## config.mk

```make
export PLATFORM = sky130hd
export DESIGN_NAME = fir_coeff_sequencer
export DESIGN_NICKNAME = d
export VERILOG_FILES = /design/src/rtl/fir_coeff_sequencer.sv
export SDC_FILE = /design/constraint.sdc
export NUM_CORES = 1
export LEC_CHECK = 0
export BUFFER_PORTS_ARGS = -buffer_cell sky130_fd_sc_hd__buf_2
export CORE_ASPECT_RATIO = 1.1
export CORE_MARGIN = 3
export CORE_UTILIZATION = 46
export CTS_CLUSTER_SIZE = 25
export DETAILED_ROUTE_END_ITERATION = 12
export PLACE_DENSITY = 0.7
export SYNTH_ARGS = -nofsm -noshare
export SYNTH_HDL_FRONTEND = slang
export SYNTH_SLANG_ARGS = --single-unit
export TNS_END_PERCENT = 5
```

## constraint.sdc

```tcl
create_clock -name iClk12M -period 1.9 [get_ports iClk12M]
set_input_delay 0.095 -clock iClk12M [delete_from_list [all_inputs] [get_ports iClk12M]]
set_output_delay 0.095 -clock iClk12M [all_outputs]
set_load 0.05 [all_outputs]
```

## src/rtl/fir_coeff_sequencer.sv

```systemverilog
// Coefficient RAM sequencer for the reconfigurable FIR: host load windows and per-sample tap read bursts.
// Optional feature macro FIR_BANK_VALID_EN: track loaded banks and refuse reads of banks never loaded.
module fir_coeff_sequencer #(
  parameter int NUM_TAPS    = 10,
  parameter int WR_TAIL_CYC = 2,
  parameter int GUARD_CYC   = 3
) (
  input  logic        iClk12M,
  input  logic        iRsn,
  input  logic        iEnSample600k,
  input  logic [1:0]  iRdBank,
  input  logic        iLoadReq,
  input  logic [1:0]  iLoadBank,
  output logic        oLoadAck,
  input  logic        iCoeffValid,
  input  logic [15:0] iCoeffData,
  output logic        oCoeffReady,
  output logic        oCoeffUpdateFlag,
  output logic        oMemRdFlag,
  output logic [5:0]  oAddrRam,
  output logic [15:0] oWtDtRam,
  output logic        oBusy,
  output logic        oSampleMiss
);

  typedef enum logic [2:0] {
    IDLE, WR_SETUP, WR_DATA, WR_TAIL, WR_GUARD, RD_SETUP, RD_ADDR, RD_TAIL
  } seqStateT;

  localparam int               CNT_W      = 8;
  localparam logic [3:0]       LAST_IDX   = 4'(NUM_TAPS - 1);
  localparam logic [3:0]       PARK_IDX   = 4'(NUM_TAPS + 1);
  localparam logic [CNT_W-1:0] TAIL_LAST  = CNT_W'(WR_TAIL_CYC);
  localparam logic [CNT_W-1:0] GUARD_LAST = CNT_W'(GUARD_CYC - 1);

  seqStateT         state, stateNxt;
  logic [1:0]       bank, bankNxt;
  logic [3:0]       idx, idxNxt;
  logic [CNT_W-1:0] cnt, cntNxt;
  logic             pending, pendingNxt;
  logic [5:0]       addrNxt;
  logic [15:0]      wtDtNxt;
  logic             rdFlagNxt, updFlagNxt, readyNxt, loadAckNxt, missNxt;
  logic             rdBankOk;

`ifdef FIR_BANK_VALID_EN
  logic [3:0] loadedMask, loadedMaskNxt;
  assign rdBankOk = loadedMask[iRdBank];
`else
  assign rdBankOk = 1'b1;
`endif

  always_comb begin
    // NOTE: every variable gets a default before the case so no path leaves it unassigned (no latches).
    stateNxt   = state;
    bankNxt    = bank;
    idxNxt     = idx;
    cntNxt     = cnt;
    pendingNxt = pending;
    addrNxt    = oAddrRam;
    wtDtNxt    = oWtDtRam;
    rdFlagNxt  = oMemRdFlag;
    updFlagNxt = oCoeffUpdateFlag;
    readyNxt   = oCoeffReady;
    loadAckNxt = 1'b0;
    missNxt    = 1'b0;
`ifdef FIR_BANK_VALID_EN
    loadedMaskNxt = loadedMask;
`endif

    // A strobe arriving mid-burst is remembered once; a second one is reported as dropped.
    if (state != IDLE && iEnSample600k) begin
      if (pending) missNxt = 1'b1;
      else         pendingNxt = 1'b1;
    end

    case (state)
      IDLE: begin
        if (iEnSample600k || pending) begin
          pendingNxt = 1'b0;
          if (iEnSample600k && pending) missNxt = 1'b1;
          if (!rdBankOk) begin
            missNxt = 1'b1;
          end else begin
            bankNxt   = iRdBank;
            stateNxt  = RD_SETUP;
            rdFlagNxt = 1'b1;
          end
        end else if (iLoadReq) begin
          loadAckNxt = 1'b1;
          bankNxt    = iLoadBank;
          stateNxt   = WR_SETUP;
          updFlagNxt = 1'b1;
        end
      end
      RD_SETUP: begin
        stateNxt = RD_ADDR;
        idxNxt   = 4'h0;
        addrNxt  = {bank, 4'h0};
      end
      RD_ADDR: begin
        if (idx == LAST_IDX) begin
          stateNxt  = RD_TAIL;
          addrNxt   = {bank, 4'h0};
          rdFlagNxt = 1'b0;
        end else begin
          idxNxt  = idx + 4'd1;
          addrNxt = {bank, idx + 4'd1};
        end
      end
      RD_TAIL: stateNxt = IDLE;
      WR_SETUP: begin
        stateNxt = WR_DATA;
        idxNxt   = 4'h0;
        readyNxt = 1'b1;
      end
      WR_DATA: begin
        if (iCoeffValid && oCoeffReady) begin
          addrNxt = {bank, idx};
          wtDtNxt = iCoeffData;
          if (idx == LAST_IDX) begin
            readyNxt = 1'b0;
            stateNxt = WR_TAIL;
            cntNxt   = '0;
`ifdef FIR_BANK_VALID_EN
            loadedMaskNxt[bank] = 1'b1;
`endif
          end else begin
            idxNxt = idx + 4'd1;
          end
        end
      end
      WR_TAIL: begin
        // First tail cycle still shows the last word; the park address follows for WR_TAIL_CYC cycles.
        addrNxt = {bank, PARK_IDX};
        wtDtNxt = 16'h0000;
        if (cnt == TAIL_LAST) begin
          updFlagNxt = 1'b0;
          stateNxt   = WR_GUARD;
          cntNxt     = '0;
        end else begin
          cntNxt = cnt + 1'b1;
        end
      end
      WR_GUARD: begin
        if (cnt == GUARD_LAST) stateNxt = IDLE;
        else                   cntNxt   = cnt + 1'b1;
      end
      default: stateNxt = IDLE;
    endcase
  end

  always_ff @(posedge iClk12M or negedge iRsn) begin
    if (!iRsn) begin
      state            <= IDLE;
      bank             <= 2'b00;
      idx              <= 4'h0;
      cnt              <= '0;
      pending          <= 1'b0;
      oAddrRam         <= 6'h00;
      oWtDtRam         <= 16'h0000;
      oMemRdFlag       <= 1'b0;
      oCoeffUpdateFlag <= 1'b0;
      oCoeffReady      <= 1'b0;
      oLoadAck         <= 1'b0;
      oSampleMiss      <= 1'b0;
      oBusy            <= 1'b0;
`ifdef FIR_BANK_VALID_EN
      loadedMask       <= 4'h0;
`endif
    end else begin
      // NOTE: sequential state uses non-blocking assignments so all registers update together at the edge.
      state            <= stateNxt;
      bank             <= bankNxt;
      idx              <= idxNxt;
      cnt              <= cntNxt;
      pending          <= pendingNxt;
      oAddrRam         <= addrNxt;
      oWtDtRam         <= wtDtNxt;
      oMemRdFlag       <= rdFlagNxt;
      oCoeffUpdateFlag <= updFlagNxt;
      oCoeffReady      <= readyNxt;
      oLoadAck         <= loadAckNxt;
      oSampleMiss      <= missNxt;
      oBusy            <= (stateNxt != IDLE);
`ifdef FIR_BANK_VALID_EN
      loadedMask       <= loadedMaskNxt;
`endif
    end
  end

endmodule

```

==> results.md <==
STA:
- The portion of the clock cycle consumed by the worst path in the final layout is 0.918.
- Subtracting the final worst setup slack from the clock period gives about 1.7 ns.
- The worst slew margin relative to its limit is 0.614.
- The final number of max-transition violations came to 0.
- For the pin with the worst max-slew slack, the measured transition is 0.579 ns.
- The final-report hold violation count is 0.
- Static timing analysis puts the maximum clock frequency at 573 MHz.
- Setup repair after global routing left no endpoint under its margin.
- For the final routed database, the setup TNS stands at 0 ns.
- The final count of negative-setup-slack endpoints is 0.
- For the final database, setup skew stands at about 0.0036 ns.
- The tightest hold path in the finished design has a slack of 0.00653 ns.

Setup path:
- The worst register-to-register path has a setup slack of 0.16 ns.
- The worst setup path is launched from a flip-flop.
- The worst register-to-register path has a depth of 7.
- At the worst endpoint, the required time is about 2.1 ns.
- The worst reg2reg path endpoint is cnt[5].
- The critical path goes through inv_1 -> ha_1 -> nor3b_4 -> a21boi_2 -> or2_1 -> buf_12 -> o221ai_2.
- The cell with the biggest individual delay on the critical path is sky130_fd_sc_hd__dfrtp_1.
- Grouping stages by cell kind, the critical path spends the most delay in simple AND/OR/NAND/NOR gates.
- The stage delay of the slowest cell on the critical path is around 0.4 ns.
- The arrival time at the worst endpoint is 1.96 ns.
- The launching point of the worst reg2reg path is cnt[0].
- Counting both buffers and inverters, the worst setup path holds a total of 2.
- The worst setup path is captured at a flip-flop.
- The cell count along the critical path is 7.
- The kind of critical path is reg2reg.
- The peak fanout along the critical path is 8.

Floorplanning:
- The floorplan step set the die height to 81.3 um.
- The count of boundary I/O pins is 53.
- The floorplan has 26 rows.
- The die covers around 0.0060 mm^2.
- The die span in x is 74.4 um.
- The area of the core is between 0.004 and 0.005 mm^2.
- The initial utilization of the core area, before any placement, comes to 0.492.

Synthesis:
- The synthesized instance count is 235.
- The number of warnings reported in the yosys synthesis log is 0.
- Counting flops with an async set or reset pin after synthesis yields a share of 1.00.
- The distinct cell type count after synthesis is 54.
- The synthesized design contains 46 register bits.
- The share of the yosys chip area belonging to registers is 0.486.
- The number of nets handed over by synthesis was 264.
- A synthesized cell averages 10.1 um^2.
- The number of flops mapped to enable cells by yosys is 0.
- The dominant register cell in the synthesized netlist is sky130_fd_sc_hd__dfrtp_1.
- The post-synth design cell area is 0.00237 mm^2.

Placement:
- In this run the cell area measured after placement is roughly 0.0028 mm^2.
- Input and output buffers added on the ports amount to between 50 and 60.
- The placed cell count is around 350.
- The wire-length estimate of the detail-placed layout is 3820 um.
- At the end of routability-driven placement, the weighted congestion stood at 0.817.

Cells and area:
- In the layout the commonest cells are 52 x sky130_fd_sc_hd__buf_2, 45 x sky130_fd_sc_hd__dfrtp_1, 30 x sky130_fd_sc_hd__nand2_1.
- With fillers left out, the area of the finished cells amounts to 0.00291 mm^2.
- Fill cells in the final layout number 419.
- The repair_antennas step left the layout with diodes totalling 0.
- The post-synthesis to final-layout area growth is 23.0%.
- The post-route core utilization is 0.605.
- The finished layout holds between 300 and 400 standard cells, fillers aside.
- In the final design database the tool counted ~330 nets.
- The most common cell after layout, fill and taps aside is sky130_fd_sc_hd__buf_2.
- Of the cells placed in the final design, the portion with a size suffix greater than 1 is 0.327.

Power and ir drop:
- The leakage power summed over all cells is 0.00134 uW.
- The maximum ir drop on the vdd rail is 1.05 mV.
- The cell area power density is 1650 mW/mm^2.

Route:
- The ratio of routed vias to standard cells is 5.48.
- The number of antenna-violating nets in the routed design is 0.
- For this block, the via count after detailed routing is 1969.
- In the routed design, unresolved DRC markers number 0.
- Dividing the detail-routed wire length by the instance count gives 14.4 um.
- For this block, the initial DRC count from the detailed router was 81.
- The number of optimization iterations in the first detailed-route pass is 4.
- After detailed routing, the total wire length is 5170 um.

Clock tree:
- After clock tree synthesis, the clock-pin slew on the worst setup and hold paths is 0.09 ns.
- The number of buffers created by CTS is 5.
- The H-tree depth reported by CTS is 2.
- The maximum root-to-sink buffer count is 2.
- Clock tree synthesis found a total of 46 sinks.
- The cell at the root of the clock tree is sky130_fd_sc_hd__clkbuf_8.
- The TritonCTS clock tree is done.
- The clock reaches the later pin of the worst-skew pair after 0.30 ns.

Hold path:
- The critical hold path startpoint is iCoeffData[6].
- The number of cells traversed by the worst hold path is 3.
- The class of the tightest hold or removal check is in2reg.
- The worst hold path endpoint is oWtDtRam[6].

Global route:
- The number of antenna violations at the first check in global routing is 0.
- The via count of the first global-routing pass is between 1500 and 2000.
- The first global-routing pass estimated approximately 9000 um of wire.
- The overflow left after global routing is 0.
- The total global-route track usage is 0.194.
- Entering global routing, the biggest net connects 47 pins.

Run:
- The reported max-cap violation count is 0.

Status:
- The flow ran to the end, and the final reports show no timing, DRC or antenna violations.
-- where the power goes --
group / switching, uW / internal, uW / leakage, uW
clock: 335 / 259 / 0.0000441
sequential: 292 / 1330 / 0.000589
combinational: 1700 / 886 / 0.000712
-- sequential cells by signal (all words and copies together) (netlist names) --
register and flops:
oAddrRam 6, pending 1, oMemRdFlag 1, idx 4, oWtDtRam 16, oSampleMiss 1, state 3, oCoeffUpdateFlag 1
oLoadAck 1, cnt 8, oBusy 1, bank 2, oCoeffReady 1
-- cell type report --
cell class,count,area (um^2),area share
flip-flops and latches,46,1150,0.395
clock inverters,3,21.3,0.00730
inverters,10,37.5,0.0129
repair buffers,72,443,0.152
multi-input cells,167,1120,0.385
well taps,56,70.1,0.0240
clock buffers,5,68.8,0.0236
-- what timing repair did --
| action | 4_1_cts | 5_1_grt |
|---|---|---|
| resized for setup | 0 | 3 |
| hold buffers | 3 | 0 |
| setup endpoints to repair | 0 | 8 |
| setup buffers | 0 | 2 |
| endpoints found under the hold margin | 48 | 0 |
-- worst min-delay path, stage by stage --
cell                      delay, ns
sky130_fd_sc_hd__buf_2         0.07
sky130_fd_sc_hd__nand2_1       0.04
sky130_fd_sc_hd__o21ai_0       0.06
-- stage by stage --
step	worst slack (ns)	power [uW]
final	0.155	4800
after global routing	0.0352	5150
after floorplan	0.161	3520
after global placement	0.137	4130
after detailed placement	0.0513	4180
after CTS	0.0363	4790
-- layer usage --
| layer | vias up | track usage | wire length [um] |
|---|---|---|---|
| met5 | - | 0 | 0 |
| met4 | 0 | 0.0694 | 82 |
| met3 | 7 | 0.0458 | 260 |
| met2 | 56 | 0.311 | 2480 |
| met1 | 934 | 0.254 | 2350 |
| li1 | 972 | - | - |
-- synth_stat cells (3+ instances only) --
master | number | area, um^2
sky130_fd_sc_hd__dfrtp_1 | 46 | 1150
sky130_fd_sc_hd__nand2_1 | 30 | 113
sky130_fd_sc_hd__o21ai_0 | 21 | 105
sky130_fd_sc_hd__nor2_1 | 20 | 75.1
sky130_fd_sc_hd__a21oi_1 | 12 | 60.1
sky130_fd_sc_hd__inv_1 | 10 | 37.5
sky130_fd_sc_hd__mux2i_1 | 9 | 90.1
sky130_fd_sc_hd__nor3_1 | 7 | 35.0
sky130_fd_sc_hd__clkbuf_1 | 6 | 22.5
sky130_fd_sc_hd__o221ai_2 | 6 | 90.1
sky130_fd_sc_hd__and3_1 | 5 | 31.3
sky130_fd_sc_hd__ha_1 | 4 | 50.1
sky130_fd_sc_hd__nand2b_1 | 4 | 25.0
sky130_fd_sc_hd__a211oi_1 | 3 | 22.5
sky130_fd_sc_hd__a31oi_1 | 3 | 18.8
sky130_fd_sc_hd__nand3_1 | 3 | 15.0
sky130_fd_sc_hd__o211ai_1 | 3 | 22.5
-- kinds of logic after synthesis --
logic type               after synthesis  synth area share
buffers and inverters                 22            0.0465
adder cells (fa/ha/maj)                4            0.0211
AND/OR/NAND/NOR                       88             0.199
multiplexers                          11            0.0475
flip-flops                            46             0.486
AO/OA/AOI/OAI                         63             0.196
XOR/XNOR                               1           0.00370
-- worst max path at each step --
stage                     start      to  slack (ns)
CTS                    state[1]  cnt[5]        0.04
detailed placement     state[1]  cnt[5]        0.05
global route             cnt[0]  cnt[4]        0.04
global placement         cnt[0]  cnt[6]        0.14
floorplan           oCoeffReady  cnt[2]        0.16
finish                   cnt[0]  cnt[5]        0.16
Note: power is estimated with default switching activity, not from simulation.
